`config.mk`:
```
export PLATFORM = sky130hd
export DESIGN_NAME = bp_piton_fill_assembler
export DESIGN_NICKNAME = d
export VERILOG_FILES = /design/src/rtl/bp_piton_fill_assembler.sv
export SDC_FILE = /design/constraint.sdc
export NUM_CORES = 1
export LEC_CHECK = 0
export ABC_AREA = 1
export CORE_ASPECT_RATIO = 0.5
export CORE_MARGIN = 2
export CORE_UTILIZATION = 35
export DETAILED_ROUTE_END_ITERATION = 10
export SYNTH_ARGS = -nofsm -noshare
export SYNTH_HDL_FRONTEND = slang
export SYNTH_SLANG_ARGS = --single-unit
```
`constraint.sdc`:
```
create_clock -name clk_i -period 2.3 [get_ports clk_i]
set_input_delay 0.23 -clock clk_i [delete_from_list [all_inputs] [get_ports clk_i]]
set_output_delay 0.23 -clock clk_i [all_outputs]
set_load 0.02 [all_outputs]
```
`src/rtl/bp_piton_fill_assembler.sv`:
```
// Collects a header flit plus up to N payload flits into one cache fill line.
// Payload beyond the line width is drained and flagged as a sticky overflow.
module bp_piton_fill_assembler #(
  parameter int flit_width_p = 64,
  parameter int fill_width_p = 256
) (
  input  logic                    clk_i,
  input  logic                    rst_n_i,
  input  logic [flit_width_p-1:0] flit_i,
  input  logic                    flit_v_i,
  output logic                    flit_ready_o,
  output logic [fill_width_p-1:0] fill_data_o,
  output logic [7:0]              fill_type_o,
  output logic [7:0]              fill_mshr_o,
  output logic [7:0]              fill_len_o,
  output logic                    fill_v_o,
  input  logic                    fill_yumi_i,
  output logic                    overflow_o
);

  localparam int N = fill_width_p / flit_width_p;
  localparam logic [7:0] N8 = 8'(N);

  typedef enum logic [1:0] {
    e_hdr,
    e_data,
    e_drop,
    e_out
  } state_e;

  state_e r_state;
  state_e w_state_nxt;

  logic [fill_width_p-1:0] r_data;
  logic [7:0] r_type;
  logic [7:0] r_mshr;
  logic [7:0] r_len;
  logic [7:0] r_cnt;
  logic       r_ovf;

  logic       w_xfer;
  logic [7:0] w_cnt_inc;
  logic [7:0] w_fill_cnt;
  logic       w_data_last;
  logic       w_drop_last;

  assign w_xfer      = flit_v_i & flit_ready_o;
  assign w_cnt_inc   = r_cnt + 8'd1;
  assign w_fill_cnt  = (r_len <= N8) ? r_len : N8;
  assign w_data_last = (w_cnt_inc == w_fill_cnt);
  assign w_drop_last = (w_cnt_inc == r_len);

  always_ff @(posedge clk_i or negedge rst_n_i) begin
    if (!rst_n_i) begin
      r_state <= e_hdr;
    end else begin
      r_state <= w_state_nxt;
    end
  end

  always_comb begin
    w_state_nxt  = r_state;
    flit_ready_o = 1'b0;
    unique case (r_state)
      e_hdr: begin
        flit_ready_o = 1'b1;
        if (w_xfer) begin
          w_state_nxt = (flit_i[7:0] == 8'd0) ? e_out : e_data;
        end
      end
      e_data: begin
        flit_ready_o = 1'b1;
        if (w_xfer && w_data_last) begin
          w_state_nxt = (r_len > N8) ? e_drop : e_out;
        end
      end
      e_drop: begin
        flit_ready_o = 1'b1;
        if (w_xfer && w_drop_last) begin
          w_state_nxt = e_out;
        end
      end
      e_out: begin
        if (fill_yumi_i) begin
          w_state_nxt = e_hdr;
        end
      end
      default: w_state_nxt = e_hdr;
    endcase
  end

  always_ff @(posedge clk_i or negedge rst_n_i) begin
    if (!rst_n_i) begin
      r_data <= '0;
      r_type <= 8'd0;
      r_mshr <= 8'd0;
      r_len  <= 8'd0;
      r_cnt  <= 8'd0;
      r_ovf  <= 1'b0;
    end else if (w_xfer) begin
      unique case (r_state)
        e_hdr: begin
          r_len  <= flit_i[7:0];
          r_type <= flit_i[15:8];
          r_mshr <= flit_i[23:16];
          r_data <= '0;
          r_cnt  <= 8'd0;
        end
        e_data: begin
          for (int k = 0; k < N; k++) begin
            if (r_cnt == 8'(k)) begin
              r_data[k*flit_width_p +: flit_width_p] <= flit_i;
            end
          end
          r_cnt <= w_cnt_inc;
        end
        e_drop: begin
          r_ovf <= 1'b1;
          r_cnt <= w_cnt_inc;
        end
        default: begin
        end
      endcase
    end
  end

  // Valid comes straight from the state register, never from flit_v_i.
  assign fill_v_o    = (r_state == e_out);
  assign fill_data_o = r_data;
  assign fill_type_o = r_type;
  assign fill_mshr_o = r_mshr;
  assign fill_len_o  = r_len;
  assign overflow_o  = r_ovf;

endmodule

```
==> impl_metrics.py, run 1 <==
metrics = {
    "power": {
        "power.density_nw_per_um2": 1570,
        "fin_total_pwr_mw": 25.4,
        "leakage_nw": 7.10,
        "peakVddDrop_mv": 0.695,
    },
    "clock_tree": {
        "post_cts_buffers": 0,
        "clock_latency_ps": 550,
        "clock_sinks": 291,
        "ctsLongestPathBuffers": 3,
        "cts_max_level": 1,
        "cts_root_buf": "clkbuf_16",
        "cts_tree": "built",
        "cts-resized-gates": 0,
        "cts_hold_buffers": 1,
        "tritoncts.num_buffers": 28,
        "clk_pin_slew_ps": 60,
    },
    "global_route": {
        "antenna_found_initial": 0,
        "grt_pass1_vias": 9130,
        "grt_pass1_wl_mm": 54.2,
        "gr-total-overflow": 0,
        "grt_max_degree": 79,
        "grt_usage": 0.212,
    },
    "routing": {
        "via_per_inst": 4.85,
        "vias": 9217,
        "drt_pass1_iterations": 5,
        "totalWireLength_mm": 35.3,
        "wl_per_cell_um": 18.6,
        "drc_errors": 0,
        "detail_route.iter0.violations": 630,
        "antenna_left": 0,
    },
    "die": {
        "ios": 351,
        "die_x_um": 255,
        "die-area_um2": 33000,
        "die_y_um": 130,
        "rows": 45,
        "initial_core_util": 0.359,
        "core-area_um2": 30700,
    },
    "run_status": {
        "status": "finished clean",
    },
    "finish": {
        "final_nets": 1534,
        "final_core_util": 0.528,
        "area_delta_synth_final_pct": 46.9,
        "drive_above_1_share": 0.0676,
        "final_area_um2": 16200,
        "diodes": 0,
        "stdcell_count": 1902,
    },
    "logic_synthesis": {
        "synth.net_count": 1196,
        "avgSynthCellArea_um2": 9.85,
        "ys_ff_latch": 291,
        "yosysWarnings": 0,
        "ys_seq_area_frac": 0.660,
        "yosys.cell_types.count": 23,
        "synth_cells": 1120,
        "synth_area_um2": 11000,
    },
    "sta": {
        "period_needed_ps": 2130,
        "slew_violations": 0,
        "hold_slack_ps": 252,
        "finalSetupTns_ps": 0,
        "rsz0062_at_grt": "false",
        "hold_violations": 0,
        "clock_skew_ps": 11.9,
        "tightest_slew_ps": 548,
        "relSlewSlack": 0.635,
        "layout_setup_ws_ps": 173,
        "fin_crit_sh": 0.925,
        "fmax_mhz": 470,
        "finalSetupViolCount": 0,
    },
    "setup_path": {
        "cp_cell_sequence": "ha_1 > inv_1 > clkdlybuf4s50_1",
        "cp_num_buf_inv": 2,
        "criticalPathCategory": "reg -> out",
        "worstPathRequired_ps": 2070,
        "critPathSlowestCell": "clkdlybuf4s50_1",
        "r2r_cells": 12,
        "reg2reg_slack_ps": 280,
        "cp_num_cells": 3,
        "r2r-start": "r_state[0]",
        "r2r-end": "r_state[0]",
        "cp.arrival_ps": 1900,
        "startpoint_type": "register",
        "worstSetupEndpointType": "output port",
        "cp_max_fo": 4,
        "cp_top_family": "buffers and inverters",
        "critPathMaxStageDelay_ps": 610,
    },
    "place": {
        "place_ws_ps": 246,
        "portBuffers": 350,
        "place_congestion": 0.921,
        "placed_cell_area_um2": 15200,
        "place_inst": 1850,
        "dp_hpwl_mm": 25.1,
    },
    "run": {
        "drv_cap": 0,
    },
    "hold_path": {
        "hold_path_class": "in -> async",
    },
}
## sequential cells by signal, summed over array words and instances, names as in the netlist
signal       flops
fill_data_o    256
fill_len_o       8
fill_mshr_o      8
fill_type_o      8
r_cnt            8
r_state          2
overflow_o       1
## layout make-up
class                      instances  area (um2)
clock inverter                     9         151
timing repair buffer             375        3860
fill                            2703       14500
clock buffer                      42         865
sequential                       291        7280
inverter                          29         109
tap                              423         529
multi-input combinational        733        3400
## synth_stat cells, drive strengths merged
| cell | number | share of area |
|---|---|---|
| clkbuf | 50 | 0.017 |
| o31ai | 1 | 0.00068 |
| a21oi | 14 | 0.0070 |
| inv | 29 | 0.0099 |
| dfrtp | 291 | 0.66 |
| o21ai | 266 | 0.12 |
| nand3 | 18 | 0.0082 |
| buf | 17 | 0.0074 |
| mux2 | 16 | 0.016 |
| nor2 | 25 | 0.0087 |
| nand2 | 373 | 0.13 |
| nor4 | 3 | 0.0017 |
| nand4 | 2 | 0.0011 |
| o22ai | 6 | 0.0034 |
| ha | 8 | 0.0091 |
| a21o | 1 | 0.00068 |
## placed cells by master (no fill, tap or decap), types with 3 or more instances in the layout
| master | count |
|---|---|
| nand2_1 | 367 |
| clkdlybuf4s50_1 | 349 |
| dfrtp_1 | 291 |
| o21ai_0 | 262 |
| clkbuf_16 | 29 |
| inv_1 | 28 |
| nor2_1 | 24 |
| nand3_1 | 18 |
| mux2_2 | 16 |
| buf_12 | 13 |
| a21oi_1 | 12 |
| buf_4 | 11 |
| clkbuf_8 | 9 |
| ha_1 | 7 |
| o22ai_1 | 6 |
| bufinv_16 | 4 |
| clkbuf_1 | 4 |
| nand2_4 | 3 |
| nor4_1 | 3 |
| o21ai_1 | 3 |
| nand2_2 | 3 |
| clkinv_2 | 3 |
## routing by layer
metal,share of wire,global-route usage,vias up
met4,0.035,0.0757,0
met2,0.51,0.369,230
met1,0.42,0.273,4564
met5,0,0,-
li1,-,-,4352
met3,0.037,0.0299,71
## power by group
group	switching [mW]	total, mW	leakage [nW]	internal, mW
clock	2.02	5.06	0.500	3.04
sequential	1.19	8.33	3.85	7.14
combinational	7.06	12.0	2.75	4.94
## cells by family (layout without fill, tap and decap cells)
kind of cell | after synthesis | after routing | synth area share
multiplexers | 16 | 16 | 0.0163
buffers and inverters | 96 | 455 | 0.0343
AO/OA/AOI/OAI | 288 | 288 | 0.133
adder cells (fa/ha/maj) | 8 | 8 | 0.00908
flip-flops | 291 | 291 | 0.660
AND/OR/NAND/NOR | 421 | 421 | 0.147
## worst reg2reg max path, cell delays in order, from the launching register on
cell     delay, ps
dfrtp_1        420
ha_1           250
nor2_1         190
buf_4          220
nand3_1        110
a21oi_1        140
nand3_1         80
nor2_1         110
nand3_1         90
nand2_1        100
nand2_1         80
nand2_1         70
nand2_1         50
## how the worst max path moves through the flow
stage | from | to | slack, ps
5_1_grt | r_state[1] | r_state[0] | 80
2_1_floorplan | r_state[0] | fill_data_o[239] | 450
3_5_place_dp | flit_v_i | r_state[0] | 250
4_1_cts | r_state[0] | flit_ready_o | 140
3_3_place_gp | flit_v_i | r_state[0] | 260
6_report | r_state[0] | flit_ready_o | 170
Note: power is estimated with default switching activity, not from simulation.
==> run 2, diff against run 1 <==
Settings changed: CORE_MARGIN 2 to 5, CORE_UTILIZATION 35 to 46, PLACE_DENSITY set to 0.8.
==> impl_metrics.py, run 2 (synthesis gave the netlist of run 1 again) <==
metrics = {
    "setup_path": {
        "worstPathRequired_ps": 2730,
        "critPathSlowestCell": "dfrtp_1",
        "cp_num_buf_inv": 4,
        "cp_max_fo": 128,
        "cp_top_family": "buffers and inverters",
        "worstSetupEndpointType": "register",
        "critPathMaxStageDelay_ps": 430,
        "cp.arrival_ps": 2590,
        "criticalPathCategory": "reg -> reg",
        "startpoint_type": "register",
        "cpMostUsedCell": "inv_1",
        "cp_cell_sequence": "inv_1 > ha_2 > inv_1 > a21oi_2 > buf_4 > o21ai_4 > buf_12 > o21ai_0",
    },
    "sta": {
        "finalSetupTns_ps": 0,
        "hold_slack_ps": 253,
        "clock_skew_ps": 16.8,
        "rsz0062_at_grt": "false",
        "period_needed_ps": 2150,
        "slew_violations": 0,
        "fin_crit_sh": 0.936,
        "finalSetupViolCount": 0,
        "relSlewSlack": 0.584,
        "tightest_slew_ps": 624,
        "fmax_mhz": 465,
        "hold_violations": 0,
    },
    "global_route": {
        "grt_pass1_wl_mm": 53.8,
        "gr-total-overflow": 0,
        "grt_max_degree": 129,
        "grt_usage": 0.244,
        "grt_pass1_vias": 9357,
        "antenna_found_initial": 0,
    },
    "die": {
        "rows": 40,
        "die_y_um": 119,
        "die-area_um2": 27400,
        "initial_core_util": 0.464,
        "core-area_um2": 23800,
        "ios": 351,
        "die_x_um": 229,
    },
    "finish": {
        "fill_cells": 1811,
        "layout_commonest_cell": "nand2_1",
        "diodes": 0,
        "drive_above_1_share": 0.0551,
        "area_delta_synth_final_pct": 43.1,
        "seq_area_um2": 7280,
        "final_cell_mix": "nand2_1, clkdlybuf4s50_1, dfrtp_1",
        "largest_register_ffs": 256,
        "stdcell_count": 1784,
        "final_nets": 1526,
        "multi_input_area_um2": 3400,
    },
    "run": {
        "drv_cap": 0,
    },
    "clock_tree": {
        "clock_latency_ps": 550,
        "cts_max_level": 1,
        "clock_sinks": 291,
        "tritoncts.num_buffers": 27,
        "clk_pin_slew_ps": 60,
        "cts_tree": "built",
        "cts_root_buf": "clkbuf_16",
        "ctsLongestPathBuffers": 3,
        "cts-resized-gates": 0,
    },
    "place": {
        "dp_hpwl_mm": 23.8,
        "portBuffers": 350,
        "place_inst": 1735,
        "place_congestion": 0.884,
    },
    "routing": {
        "totalWireLength_mm": 34.1,
        "via_per_inst": 5.24,
        "drc_errors": 0,
        "detail_route.iter0.violations": 946,
        "drt_pass1_iterations": 6,
        "wl_per_cell_um": 19.1,
        "vias": 9349,
        "antenna_left": 0,
    },
    "power": {
        "fin_total_pwr_mw": 24.4,
        "power.density_nw_per_um2": 1550,
        "leakage_nw": 6.95,
        "peakVddDrop_mv": 0.733,
    },
    "run_status": {
        "status": "finished clean",
    },
    "hold_path": {
        "hold_path_class": "in -> async",
    },
}
==> run 2: cell types whose count changed in the layout (fill, tap and decap cells not counted) <==
cell        previous run  this run
buf_12                13        12
buf_4                 11         5
bufinv_16              4         0
clkbuf_1               4        13
clkbuf_16             29        27
clkbuf_8               9         3
clkinv_4               0         1
clkinvlp_4             1         0
==> run 2: path summary, 6_finish.rpt <==
check	cells past startpoint	from	slack, ps	endpoint
setup / recovery	8	r_state[1]	150	fill_data_o[221]
hold / removal	2	rst_n_i	250	fill_data_o[134]
setup reg to reg	8	r_state[1]	150	fill_data_o[221]
hold reg to reg	1	overflow_o	460	overflow_o
max in group asynchronous	3	rst_n_i	1240	fill_data_o[113]
min in group clk_i	2	flit_i[14]	330	fill_type_o[6]
==> run 2: per-stage QoR <==
stage / setup WS [ps] / util / cell area (um2)
after floorplan: 454 / - / 11000
after global placement: 299 / 0.630 / 15000
after detailed placement: 211 / 0.630 / 15000
after CTS: 162 / 0.664 / 15800
after global routing: 12.1 / 0.664 / 15800
final: 147 / 0.664 / 15800
==> run 2: repair_timing <==
action | CTS | global route
buffers inserted | 0 | 0
hold buffers | 1 | 0
endpoints found under the hold margin | 74 | 0
==> run 2: area by class of cell <==
cell class                      count  area share
Sequential cell                   291       0.461
Multi-Input combinational cell    733       0.216
Inverter                           29     0.00690
Clock inverter                      5     0.00206
Tap cell                          315      0.0250
Clock buffer                       43      0.0485
Timing Repair Buffer              368       0.241
==> run 2: report_power, final <==
part	internal, mW	leakage (nW)	total, mW	switching, mW
clock network	2.28	0.390	4.17	1.89
logic	4.87	2.71	11.8	6.97
registers	7.14	3.85	8.41	1.27
==> run 2: layer usage <==
layer	share of wire	wire, um	GRT usage
met1	0.40	13600	0.308
met2	0.52	17800	0.429
met3	0.039	1320	0.0336
met4	0.041	1390	0.0987
met5	0	0	0
